File: config.mk
export PLATFORM = sky130hd
export DESIGN_NAME = sseg_capture
export DESIGN_NICKNAME = d
export VERILOG_FILES = /design/src/rtl/sseg_capture.sv
export SDC_FILE = /design/constraint.sdc
export NUM_CORES = 1
export LEC_CHECK = 0
export CORE_MARGIN = 3
export CORE_UTILIZATION = 40
export DETAILED_ROUTE_END_ITERATION = 10
export SYNTH_ARGS = -nofsm -noshare
export SYNTH_HDL_FRONTEND = slang
export SYNTH_SLANG_ARGS = --single-unit
File: constraint.sdc
create_clock -name clk -period 2.4 [get_ports clk]
set_input_delay 0.48 -clock clk [delete_from_list [all_inputs] [get_ports clk]]
set_output_delay 0.48 -clock clk [all_outputs]
set_load 0.1 [all_outputs]
File: src/rtl/sseg_capture.sv
// sseg_capture
//   Watches a multiplexed, active-low 7-segment bus and decodes every
//   displayed digit back to its 4-bit value. A digit is captured only after
//   STABLE_CYC identical valid samples. A frame pulse is emitted once every
//   digit position has been captured since the previous frame.
//
// Ports
//   clk          system clock, rising edge
//   reset        synchronous, active-high reset
//   an           anode selects, active-low (an[i]=0 selects digit i)
//   sseg         segments, active-low, {g,f,e,d,c,b,a}
//   digits       decoded values, digit i at [4i+3:4i]
//   dig_err      1 = last capture of digit i was an illegal pattern
//   frame_valid  one-cycle pulse when all digits were captured
//   frame_err    OR of dig_err, meaningful while frame_valid is high
//   stalled      high while no capture happened for TIMEOUT cycles
module sseg_capture #(
  parameter int N_DIG      = 4,
  parameter int STABLE_CYC = 4,
  parameter int TIMEOUT    = 1024
) (
  input  logic                 clk,
  input  logic                 reset,
  input  logic [N_DIG-1:0]     an,
  input  logic [6:0]           sseg,
  output logic [4*N_DIG-1:0]   digits,
  output logic [N_DIG-1:0]     dig_err,
  output logic                 frame_valid,
  output logic                 frame_err,
  output logic                 stalled
);

  localparam int SW = $clog2(STABLE_CYC + 1);
  localparam int IW = $clog2(TIMEOUT + 1);

  localparam logic [SW-1:0]    STAB_MAX = SW'(STABLE_CYC);
  localparam logic [SW-1:0]    STAB_PRE = SW'(STABLE_CYC - 1);
  localparam logic [SW-1:0]    STAB_ONE = SW'(1);
  localparam logic [IW-1:0]    IDLE_MAX = IW'(TIMEOUT);
  localparam logic [IW-1:0]    IDLE_ONE = IW'(1);
  localparam logic [N_DIG-1:0] SEL_ONE  = N_DIG'(1);

  localparam logic [1:0] ST_IDLE   = 2'd0;
  localparam logic [1:0] ST_SETTLE = 2'd1;
  localparam logic [1:0] ST_HELD   = 2'd2;

  // Registered pins and the sample from one cycle earlier.
  logic [N_DIG-1:0]   s_an_q, s_an_d;
  logic [6:0]         s_seg_q, s_seg_d;
  logic [N_DIG-1:0]   p_an_q, p_an_d;
  logic [6:0]         p_seg_q, p_seg_d;

  logic [SW-1:0]      stab_cnt_q, stab_cnt_d;
  logic [1:0]         state_q, state_d;
  logic [4*N_DIG-1:0] digits_q, digits_d;
  logic [N_DIG-1:0]   dig_err_q, dig_err_d;
  logic [N_DIG-1:0]   seen_q, seen_d;
  logic               frame_valid_q, frame_valid_d;
  logic               frame_err_q, frame_err_d;
  logic [IW-1:0]      idle_cnt_q, idle_cnt_d;
  logic               stalled_q, stalled_d;

  logic [N_DIG-1:0]   sel;
  logic [N_DIG-1:0]   sel_m1;
  logic               valid;
  logic               changed;
  logic               capture;
  logic               frame_done;
  logic [3:0]         dec_val;
  logic               dec_err;
  logic [N_DIG-1:0]   cap_en;

  // Active-high segment pattern to {err, value}; illegal patterns give 0.
  function automatic logic [4:0] decode(input logic [6:0] seg_n);
    logic [6:0] seg;
    seg = ~seg_n;
    case (seg)
      7'h3F:   decode = 5'h00;
      7'h06:   decode = 5'h01;
      7'h5B:   decode = 5'h02;
      7'h4F:   decode = 5'h03;
      7'h66:   decode = 5'h04;
      7'h6D:   decode = 5'h05;
      7'h7D:   decode = 5'h06;
      7'h07:   decode = 5'h07;
      7'h7F:   decode = 5'h08;
      7'h6F:   decode = 5'h09;
      7'h77:   decode = 5'h0A;
      7'h7C:   decode = 5'h0B;
      7'h39:   decode = 5'h0C;
      7'h5E:   decode = 5'h0D;
      7'h79:   decode = 5'h0E;
      7'h71:   decode = 5'h0F;
      default: decode = 5'h10;
    endcase
  endfunction

  always_comb begin
    s_an_d  = an;
    s_seg_d = sseg;
    p_an_d  = s_an_q;
    p_seg_d = s_seg_q;

    sel     = ~s_an_q;
    sel_m1  = sel - SEL_ONE;
    // Exactly one anode low: nonzero and a power of two.
    valid   = (sel != '0) && ((sel & sel_m1) == '0);
    changed = {s_an_q, s_seg_q} != {p_an_q, p_seg_q};

    {dec_err, dec_val} = decode(s_seg_q);

    if (!valid) begin
      stab_cnt_d = '0;
    end else if (changed) begin
      stab_cnt_d = STAB_ONE;
    end else if (stab_cnt_q == STAB_MAX) begin
      stab_cnt_d = stab_cnt_q;
    end else begin
      stab_cnt_d = stab_cnt_q + STAB_ONE;
    end

    // Capture on the edge where the count climbs to STABLE_CYC.
    capture = (state_q == ST_SETTLE) && valid && !changed &&
              (stab_cnt_q == STAB_PRE);

    state_d = state_q;
    case (state_q)
      ST_IDLE: begin
        if (valid) state_d = ST_SETTLE;
      end
      ST_SETTLE: begin
        if (!valid)       state_d = ST_IDLE;
        else if (capture) state_d = ST_HELD;
      end
      ST_HELD: begin
        if (!valid)       state_d = ST_IDLE;
        else if (changed) state_d = ST_SETTLE;
      end
      default: state_d = ST_IDLE;
    endcase

    // seen all ones means the previous edge completed the frame; a capture
    // on this edge starts the next frame instead of being dropped.
    frame_done    = &seen_q;
    seen_d        = (frame_done ? '0 : seen_q) | cap_en;
    frame_valid_d = frame_done;
    frame_err_d   = frame_done & (|dig_err_q);

    if (capture) begin
      idle_cnt_d = '0;
    end else if (idle_cnt_q == IDLE_MAX) begin
      idle_cnt_d = idle_cnt_q;
    end else begin
      idle_cnt_d = idle_cnt_q + IDLE_ONE;
    end
    stalled_d = !capture && (idle_cnt_d == IDLE_MAX);
  end

  // Per-digit capture enables and next values.
  generate
    for (genvar gi = 0; gi < N_DIG; gi++) begin : g_dig
      assign cap_en[gi]            = capture & sel[gi];
      assign digits_d[4*gi +: 4]   = cap_en[gi] ? dec_val : digits_q[4*gi +: 4];
      assign dig_err_d[gi]         = cap_en[gi] ? dec_err : dig_err_q[gi];
    end
  endgenerate

  always_ff @(posedge clk) begin
    if (reset) begin
      s_an_q        <= '1;
      s_seg_q       <= 7'h7F;
      p_an_q        <= '1;
      p_seg_q       <= 7'h7F;
      stab_cnt_q    <= '0;
      state_q       <= ST_IDLE;
      digits_q      <= '0;
      dig_err_q     <= '0;
      seen_q        <= '0;
      frame_valid_q <= 1'b0;
      frame_err_q   <= 1'b0;
      idle_cnt_q    <= '0;
      stalled_q     <= 1'b0;
    end else begin
      s_an_q        <= s_an_d;
      s_seg_q       <= s_seg_d;
      p_an_q        <= p_an_d;
      p_seg_q       <= p_seg_d;
      stab_cnt_q    <= stab_cnt_d;
      state_q       <= state_d;
      digits_q      <= digits_d;
      dig_err_q     <= dig_err_d;
      seen_q        <= seen_d;
      frame_valid_q <= frame_valid_d;
      frame_err_q   <= frame_err_d;
      idle_cnt_q    <= idle_cnt_d;
      stalled_q     <= stalled_d;
    end
  end

  assign digits      = digits_q;
  assign dig_err     = dig_err_q;
  assign frame_valid = frame_valid_q;
  assign frame_err   = frame_err_q;
  assign stalled     = stalled_q;

endmodule

### Yosys cells after proc, flatten, opt, wreduce, memory -nomap -nowiden

Index checks and enable logic that the tools add are counted.

* bits in registers: 65
* logic and storage cells: 87
* output and inout bits: 23
* bits of input ports: 13

* reduce and logical (&&, ||, !) cells: 15
* equal/unequal tests: 27
* bitwise logic cells: 10
* $add $sub $neg: 3
* multiplexer cells: 12

Operators with widths (number)
* 7-bit == test, second input constant: 12
* 5-bit one-hot mux with 16 select lines: 1
* 11-bit == test, second input constant: 2
* 11-bit two-way mux: 2
* 7-bit by 3-bit == test with 1-bit output, second input constant: 2
* 7-bit by 6-bit == test with 1-bit output, second input constant: 2
* 11-bit by 1-bit adder with 11-bit output, second input constant: 1
* 11-bit != test: 1
* 2-bit two-way mux: 5
* 7-bit inverter: 1
* 3-bit != test, second input constant: 2
* 2-bit one-hot mux with 3 select lines: 1
* 1-bit bitwise AND: 5
* 1-bit logical AND: 5
* 4-bit bitwise AND: 1
* 4-bit logical NOT: 1
* 4-bit two-way mux: 1
* 2-bit != test, second input constant: 2
* 4-bit inverter: 1
* 4-bit OR: 1
* 4-bit AND reduction: 1
* 4-bit nonzero test: 1
* 4-bit OR reduction: 1
* 4-bit by 1-bit subtractor with 4-bit output, second input constant: 1
* 12 further kinds: 14

### Depth between registers and ports, before layout

* depth after elaboration: 11
* gate-level depth with buffers: 7
* mapped depth without buffers: 7

### Worst setup path before layout

Ideal clock, no wire load.

* path kind: reg-to-reg
* start point: register idle_cnt_q[0]
* end point: register stalled_q, in the netlist stalled
* data required time: 2312 ps
* stages on the path, launching flop included: 7
* setup time: 88 ps
* path slack: 459 ps
* period minus slack after synthesis: 1941 ps
* arrival time: 1853 ps
* buffers on the path: 0
* cell sequence: dfxtp_1 > ha_1 > and4_1 > or3b_1 > xor2_1 > a211o_1 > nor4_2

* longest elaborated chain between the ends: 5
* elaborated cells between the ends (all ways): 6
* classes of those cells: add/sub (1); eq/ne (2); mux (2); reduce/logical (1)

Ends and longest elaborated chain
* start, declared: RTL line 60 `logic [IW-1:0] idle_cnt_q, idle_cnt_d;`
* start signal, assigned: RTL line 195 `idle_cnt_q <= idle_cnt_d;`
* 11-bit by 1-bit adder with 11-bit output / 11-bit == test (equally long branches): RTL line 154, 151
* 11-bit two-way mux (*): RTL line 151 `end else if (idle_cnt_q == IDLE_MAX) begin`
* 11-bit two-way mux (*): RTL line 149 `if (capture) begin`
* 11-bit == test (*): RTL line 156 `stalled_d = !capture && (idle_cnt_d == IDLE_MAX);`
* 1-bit logical AND (*): RTL line 156
* end signal, assigned: RTL line 196 `stalled_q <= stalled_d;`
* end, declared: RTL line 61 `logic stalled_q, stalled_d;`

Mark *: on every way between the ends. The rest lies on a longest branch, timed or not.
A chain may end at the register's enable or synchronous reset.

### Worst setup path after layout

Ends and elaborated chain as after synthesis.

==> impl_results.md <==
* Status: complete, no violations
* Setup TNS at 0 ns
* Skew final at 0.0106 ns
* Site row count at 30
* # nets final at 374
* EDFF count, synth at 0
* Post-synthesis sequential area ratio at 0.439
* Hold Path Sink: seen_q[0]
* Port bufs at 35
* Worst-margin pin slew at 0.720 ns
* CTS Hold Bufs at 0
* Synth-to-layout area growth at 19.1%
* Reg area at 1300 um^2
* Most used DFF post-synth: dfxtp_1
* Chip Height at 92.1 um
* Max FO, Critical Path at 7
* Routed vias/inst at 5.02
* Fin Hold WS at 0.457 ns
* GRT overflow at 0
* First-pass GRT wire length at 10100 um
* Tmin final at 2.07 ns
* Pin count of the biggest net entering global routing at 45
* DR pass1 iterations at 4
* R2R Path End: stalled
* Hold Crit Class: reg2reg
* Fmax at 0.483 GHz
* Clock slew at reported path FFs at 0.07 ns
* Area contributors post-synth: dfxtp_1 44%, mux2i_1 5.4%, xor2_1 5.0%, or2_2 4.6%, nand2b_1 4.0%
* Lkg Pwr at 1.35 nW
* Core area at 6980 um^2
* Area leader, netlist: dfxtp_1
* CTS resizes at 0
* Setup bufs post-CTS at 0
* # setup viols final at 0
* Crit path DAT at 2.32 ns
* Diode count at 0
* Yosys reg bits at 65
* Initial DRC Count at 112
* Setup slack, reg-to-reg at 0.33 ns
* GR Util All Layers at 0.148
* Number of global-route vias before repair at 2104
* Syn nets at 338
* RSZ-0062 raised after global routing: false
* Yosys top cell area share at 0.439
* Post-DP HPWL at 4180 um
* Wire per inst at 13.1 um
* CTS tree: done
* Clock buffers created by TritonCTS at 9
* Antenna-violating nets left at 0
* CP Launch Type: register
* Tcrit/Tclk final at 0.863
* Post-synth ARST share at 0
* Cell variety after synth at 50
* Count leader, synth: dfxtp_1
* R2R depth at 6
* Starting Density at 0.425
* Worst setup EP type: register
* Req. time, crit path at 2.65 ns
* Layout cells sized above 1 at 0.220
* Post-Syn Area per Cell at 9.27 um^2
* I/O pins at 36
* P per Cell Area at 593 nW/um^2
* Max Cap Viol at 0
* Max Buffers Root-to-Sink at 2
* FF-to-FF Start: idle_cnt_q[0]
* Worst relative slew slack at 0.520
* Die Span X at 92.1 um
* Area of the multi-input gates at 1550 um^2
* Filler cell count at 684
* Yosys warns at 0
* Clock latency reported for the late side of the worst-skew pair at 0.33 ns
* Final Max Tran Viols at 0
* # clock sinks at 65
* Peak supply drop at 312 uV
* Syn Inst Count at 320
* H-tree Lvls at 3
* Mapped Area at 2970 um^2
* Hold path cells at 2
* Vias at 2282
* Most instantiated cells after synthesis: 65 x dfxtp_1, 22 x or2_2, 20 x nor3_1, 19 x nand2b_1, 17 x xor2_1
* Remaining DRCs at 0
* Critical path class: reg2reg
* Min-delay src: seen_q[0]
* Die area at 8490 um^2
* Root Driver: clkbuf_8
* Final WL at 5940 um
* Antenna violations before repair at 0
* Placer congestion estimate at 0.791
* Final hold viol count at 0
[cells in the final DEF, fill, tap and decap left out, types with 3 or more instances in the layout]
cell / netlist / routed
nand3_1: 9 / 9
or4_1: 4 / 4
or2_2: 22 / 22
ha_1: 5 / 5
and3_1: 3 / 3
buf_4: 0 / 32
xor2_1: 17 / 17
a31oi_1: 3 / 3
nor2_1: 12 / 12
o21ai_1: 4 / 4
nand4_1: 9 / 9
o21ai_0: 3 / 3
clkdlybuf4s50_1: 0 / 11
inv_1: 8 / 8
clkbuf_8: 0 / 11
a21oi_1: 14 / 14
nor2b_1: 6 / 6
nand2b_1: 19 / 19
xnor2_1: 7 / 7
mux2i_1: 16 / 16
dfxtp_1: 65 / 65
nand2_1: 15 / 15
nor3_1: 20 / 20
[per-layer routing]
metal / vias to the layer above / global-route usage / share of wire
met1: 1042 / 0.190 / 0.48
met3: 8 / 0.0361 / 0.041
met4: 0 / 0.0743 / 0.017
met2: 45 / 0.233 / 0.46
li1: 1187 / - / -
met5: - / 0 / 0
[worst max-delay path, stage by stage, from the launching register on]
cell     delay (ns)
dfxtp_1        0.40
ha_1           0.28
and4_1         0.26
or3b_1         0.37
xor2_1         0.15
a211o_1        0.30
nor4_2         0.25
[power by group]
part	total (W)	internal, W	switching [W]
combinational	0.000160	0.0000812	0.0000788
clock	0.000804	0.000416	0.000389
sequential	0.00113	0.00110	0.0000266
[cell families after synthesis]
| kind of cell | share of synthesized area |
|---|---|
| AO/OA/AOI/OAI | 0.0865 |
| AND/OR/NAND/NOR | 0.290 |
| XOR/XNOR | 0.0709 |
| adder cells (fa/ha/maj) | 0.0211 |
| flip-flops | 0.439 |
| buffers and inverters | 0.0392 |
| multiplexers | 0.0540 |
[metrics by stage]
step | cell area [um^2] | instances | util | total power, W | setup slack (ns)
after floorplan | 2970 | 320 | - | 0.00127 | 0.459
after global placement | 3360 | 441 | 0.482 | 0.00131 | 0.384
after detailed placement | 3360 | 441 | 0.482 | 0.00132 | 0.328
after CTS | 3530 | 455 | 0.506 | 0.00212 | 0.320
after global routing | 3530 | 455 | 0.506 | 0.00218 | 0.150
final | 3530 | 455 | 0.506 | 0.00209 | 0.330
[layout make-up]
cell class	instances	area share
Multi-Input combinational cell	226	0.439
Sequential cell	65	0.368
Timing Repair Buffer	44	0.101
Clock buffer	11	0.0429
Tap cell	96	0.0340
Inverter	10	0.0106
Clock inverter	3	0.00496
[how the worst max path moves through the flow]
stage                  start         to  slack, ns  cells after the start
2_1_floorplan  idle_cnt_q[0]    stalled       0.46                      6
3_3_place_gp   idle_cnt_q[0]    stalled       0.38                      6
3_5_place_dp   idle_cnt_q[0]    stalled       0.33                      6
4_1_cts        idle_cnt_q[0]    stalled       0.32                      6
5_1_grt           p_seg_d[5]  digits[2]       0.15                      5
6_report       idle_cnt_q[0]    stalled       0.33                      6
[flip-flops by register name, summed over array words and instances, names as in the netlist]
register	count
digits	16
idle_cnt_q	11
p_seg_d	7
p_seg_q	7
dig_err	4
p_an_d	4
p_an_q	4
seen_q	4
stab_cnt_q	3
state_q	2
frame_err	1
frame_valid	1
stalled	1
(Power assumes the default switching activity.)
==> RTL change 1: new RTL, config.mk and constraints unchanged <==
`N_DIG`: 4 -> 3.
--- a/src/rtl/sseg_capture.sv
+++ b/src/rtl/sseg_capture.sv
@@ -17,3 +17,3 @@
 module sseg_capture #(
-  parameter int N_DIG      = 4,
+  parameter int N_DIG      = 3,
   parameter int STABLE_CYC = 4,
Interface: changed (resized an, dig_err and digits); port bits go from 36 to 30. No check against the original RTL was run, so the function may have changed too.
==> RTL change 1 against the original RTL <==
Clock skew about the same; critical path depth unchanged; highest routed layer unchanged; worst setup slack improved by 0.034 ns; final area decreased by 7.6%; critical endpoint unchanged; die area decreased by 8.8%; combinational power increased by 7%; sequential cell count decreased by 8; routed wire length decreased by 5.7%; total power increased by 1.6%; synthesized cell count decreased by 8.1%; count of clock-buffer cells in the layout decreased by 1; area after synthesis decreased by 9.4%.
==> RTL change 1: results (changes against the original RTL) <==
INFO  metric vias_post_dr = 2,156 (-5.5%)
INFO  metric crit_family = simple AND/OR/NAND/NOR gates
INFO  metric synth-adder-area-share = 2.33% (+0.22 points)
INFO  metric cp.arrival = 2.28 ns (-0.04 ns)
INFO  metric syn-num-nets = 311 (-8.0%)
INFO  metric grt_pass1_vias = 2,077 (-1.3%)
INFO  metric groute.layer.met2.usage = 24.8% (+1.5 points)
INFO  metric outcome = finished, final reports clean
INFO  metric crit_fanout = 6 (-1)
INFO  metric post_route_cells_drive_above_1_share = 21.1% (-0.87 points)
INFO  metric dp.final_hpwl = 4.01 mm (-4.0%)
INFO  metric global_route.usage.total = 16.3% (+1.5 points)
INFO  metric powerClk = 0.955 mW (+19%)
INFO  metric cp_slowest_cell = sky130_fd_sc_hd__nor4b_1
INFO  metric place_worst_setup_slack = 0.388 ns (+0.0604 ns)
INFO  metric filler_instances = 610 (-11%)
INFO  metric yosys.area_share.xor_xnor = 7.82% (+0.73 points)
INFO  metric ys_top_cells_by_area = sky130_fd_sc_hd__dfxtp_1 42%, sky130_fd_sc_hd__xnor2_1 5.9%, sky130_fd_sc_hd__mux2i_1 4.5%
INFO  metric num-nets-final = 348 (-7.0%)
INFO  metric p_leak = 1.23 nW (-8.5%)
INFO  metric synth.yosys.seq_area_share = 42.4% (-1.4 points)
INFO  metric wl_per_cell = 13.6 um (+3.9%)
INFO  metric fin_worst_hold_slack = 0.483 ns (+0.0263 ns)
INFO  metric 1st_pass_router_iterations = 4 (unchanged)
INFO  metric drt_iter0_markers = 81 (-28%)
INFO  metric grt_max_degree = 19 (-58%)
INFO  metric synthMuxAreaShare = 4.89% (-0.51 points)
INFO  metric cts_buffers = 9 (unchanged)
INFO  metric h-tree-depth = 3 (unchanged)
INFO  metric power.sequential.fraction = 47.0% (-7.0 points)
INFO  metric hold_start = digits[10]
INFO  metric buffer_ports.inserted = 29 (-17%)
INFO  metric synth_cell_type_count = 49 (-2.0%)
INFO  metric globalRouteMet1Util = 21.4% (+2.4 points)
INFO  metric fraction_of_the_mapped_netlist_area_in_compound_gates = 10.2% (+1.5 points)
INFO  metric timing.fmax = 491 MHz (+1.7%)
INFO  metric intPower = 1.63 mW (+2.0%)
INFO  metric routabilityCongestion = 0.817 (+3.3%)
INFO  metric largest_reg_flops = 12 (-4)
INFO  metric finClkSkew = 0.0104 ns (-0.000186 ns)
INFO  metric clk_latency = 0.33 ns (about the same)
INFO  metric ir_drop = 0.335 mV (+7.4%)
INFO  metric use_met3 = 5.27% (+1.7 points)
INFO  metric timing.slew.headroom = 55.0% (+3.0 points)
INFO  metric r2r_setup_slack = 0.36 ns (+0.03 ns)
INFO  metric grt_first_pass_wirelength = 9.80 mm (-2.9%)
INFO  metric synthTopCellsByCount = 57 x sky130_fd_sc_hd__dfxtp_1, 31 x sky130_fd_sc_hd__nor2_1, 18 x sky130_fd_sc_hd__or2_2, 18 x sky130_fd_sc_hd__xnor2_1, 16 x sky130_fd_sc_hd__a21oi_1
[RTL change 1: cell types whose count changed after synthesis, moves of 5 or more]
cell / change
sky130_fd_sc_hd__dfxtp_1: -8
sky130_fd_sc_hd__nand3b_1: +5
sky130_fd_sc_hd__nor2_1: +19
sky130_fd_sc_hd__xor2_1: -11
sky130_fd_sc_hd__nor3_1: -12
sky130_fd_sc_hd__nand2b_1: -12
sky130_fd_sc_hd__clkbuf_1: -6
sky130_fd_sc_hd__nor2b_1: -6
sky130_fd_sc_hd__o21ai_0: +5
sky130_fd_sc_hd__xnor2_1: +11
[RTL change 1: area by class of cell]
class | count | area [sq um] | share of cell area, %
tap | 77 | 96.3 | 2.95
multi-input combinational | 214 | 1450 | 44.5
inverter | 8 | 30.0 | 0.920
sequential | 57 | 1140 | 35.0
timing repair buffer | 41 | 335 | 10.3
clock buffer | 10 | 128 | 3.91
clock inverter | 6 | 82.6 | 2.53
[RTL change 1: cell families after synthesis]
kind of cell / after synthesis
fa+ha+maj: 5
flops: 57
xor+xnor: 24
buf+inv: 23
simple gates: 130
compound gates: 42
mux: 13
[RTL change 1: stage by stage]
step	power, mW	std cells	cell area [sq um]
CTS	2.16	413	3260
global placement	1.19	397	3050
detailed placement	1.19	397	3050
floorplan	1.14	294	2690
global route	2.22	413	3260
finish	2.13	413	3260
[RTL change 1: final timing paths]
kind	to	cells after the start
max	stalled	6
min	digits[10]	2
max reg2reg	stalled	6
min reg2reg	digits[10]	2
[RTL change 1: metal layers]
layer / vias up / wire length, um
met4: 0 / 90
li1: 1113 / -
met2: 35 / 2460
met5: - / 0
met1: 1000 / 2790
met3: 8 / 263
==> RTL change 2: new RTL, config.mk and constraints unchanged <==
Made on the original files. Register the output `digits` once more, with the module's reset; this adds one clock of latency there. The other outputs are not delayed to match. Comments in the files are not updated.
--- a/src/rtl/sseg_capture.sv
+++ b/src/rtl/sseg_capture.sv
@@ -199,3 +199,9 @@
 
-  assign digits      = digits_q;
+  always_ff @(posedge clk) begin
+    if (reset) begin
+      digits <= '0;
+    end else begin
+      digits <= digits_q;
+    end
+  end
   assign dig_err     = dig_err_q;
Formal check against the unedited RTL: not equivalent (Yosys sat finds a counterexample within 10 cycles, from zero or initial values and one cycle with reset high).
==> RTL change 2 against the original RTL <==
Via count is 6.2% higher; sequential cell count is 16 higher; total power is 21% higher; routed wire length is 5.1% higher; final area is 12% higher; area after synthesis is 10% higher; combinational power is 6% higher; worst hold slack worse by 0.017 ns; critical path depth is 2 higher; worst setup slack worse by 0.12 ns; largest power group unchanged; highest routed layer unchanged.
==> RTL change 2: results (changes against the original RTL) <==
INFO  metric synth_cell_type_count = 53 (+6.0%)
INFO  metric power.switching = 0.575 mW (+16%)
INFO  metric finClkSkew = 0.00633 ns (-0.00427 ns)
INFO  metric grt_pass1_vias = 2,214 (+5.2%)
INFO  metric synth-adder-area-share = 1.91% (-0.20 points)
INFO  metric placed_cells = 478 (+8.4%)
INFO  metric syn-num-nets = 360 (+6.5%)
INFO  metric num-multi-input-gates = 220 (-2.7%)
INFO  metric grt_max_degree = 15 (-67%)
INFO  metric fin_worst_hold_slack = 0.440 ns (-0.0168 ns)
INFO  metric global_route.usage.total = 14.8% (-0.045 points)
INFO  metric use_met3 = 5.19% (+1.6 points)
INFO  metric synthTopCellsByCount = 81 x sky130_fd_sc_hd__dfxtp_1, 33 x sky130_fd_sc_hd__nand2_1, 24 x sky130_fd_sc_hd__nor2_1
INFO  metric hold_start = digits_q[11]
INFO  metric groute.layer.met2.usage = 23.3% (about the same)
INFO  metric synthMuxAreaShare = 6.57% (+1.2 points)
INFO  metric ir_drop = 0.258 mV (-17%)
INFO  metric layout.clock.cell_area_share = 5.01% (+0.22 points)
INFO  metric critPathMaxStageDelay = 0.48 ns (+0.08 ns)
INFO  metric crit_fanout = 10 (+3)
INFO  metric n_all_inverters = 22 (+12)
INFO  metric yosys_register_bits = 81 (+25%)
INFO  metric outcome = finished, final reports clean
INFO  metric routed_wl = 6.24 mm (+5.1%)
INFO  metric route.met3.wl = 285 um (+18%)
INFO  metric timing.critical_path.from = stab_cnt_q[0]
INFO  metric multi_input_area_share = 37.8% (-6.1 points)
INFO  metric cp.arrival = 2.43 ns (+0.11 ns)
INFO  metric drt_iter0_markers = 66 (-41%)
INFO  metric post_route_cells_drive_above_1_share = 21.7% (-0.32 points)
INFO  metric cp_slowest_cell = sky130_fd_sc_hd__or4_4
INFO  metric dp.final_hpwl = 4.54 mm (+8.7%)
-- RTL change 2: cell count changes after synthesis, sizes merged, moves of 4 or more --
cell	before	now
nand2	15	33
nand2b	19	1
dfxtp	65	81
nor3	22	7
nor2	12	26
xnor2	7	21
inv	10	22
xor2	17	6
o21ai	7	1
and2	2	6
mux2	0	4
or2	24	20
-- RTL change 2: cell families after synthesis --
kind of cell | count (synthesis)
DFF | 81
xor gates and xnor gates | 27
AOI/OAI and AO/OA | 33
muxes | 21
adders and majority gates | 5
buffers and inverters | 41
and+or+nand+nor | 134
-- RTL change 2: power by group through the flow --
stage                     logic, mW  registers (mW)  clock network [mW]
after floorplan               0.117            1.41                   0
after global placement        0.165            1.42                   0
after detailed placement      0.170            1.42                   0
after CTS                     0.170            1.39                1.02
after global routing          0.188            1.40                1.07
final                         0.169            1.39               0.981
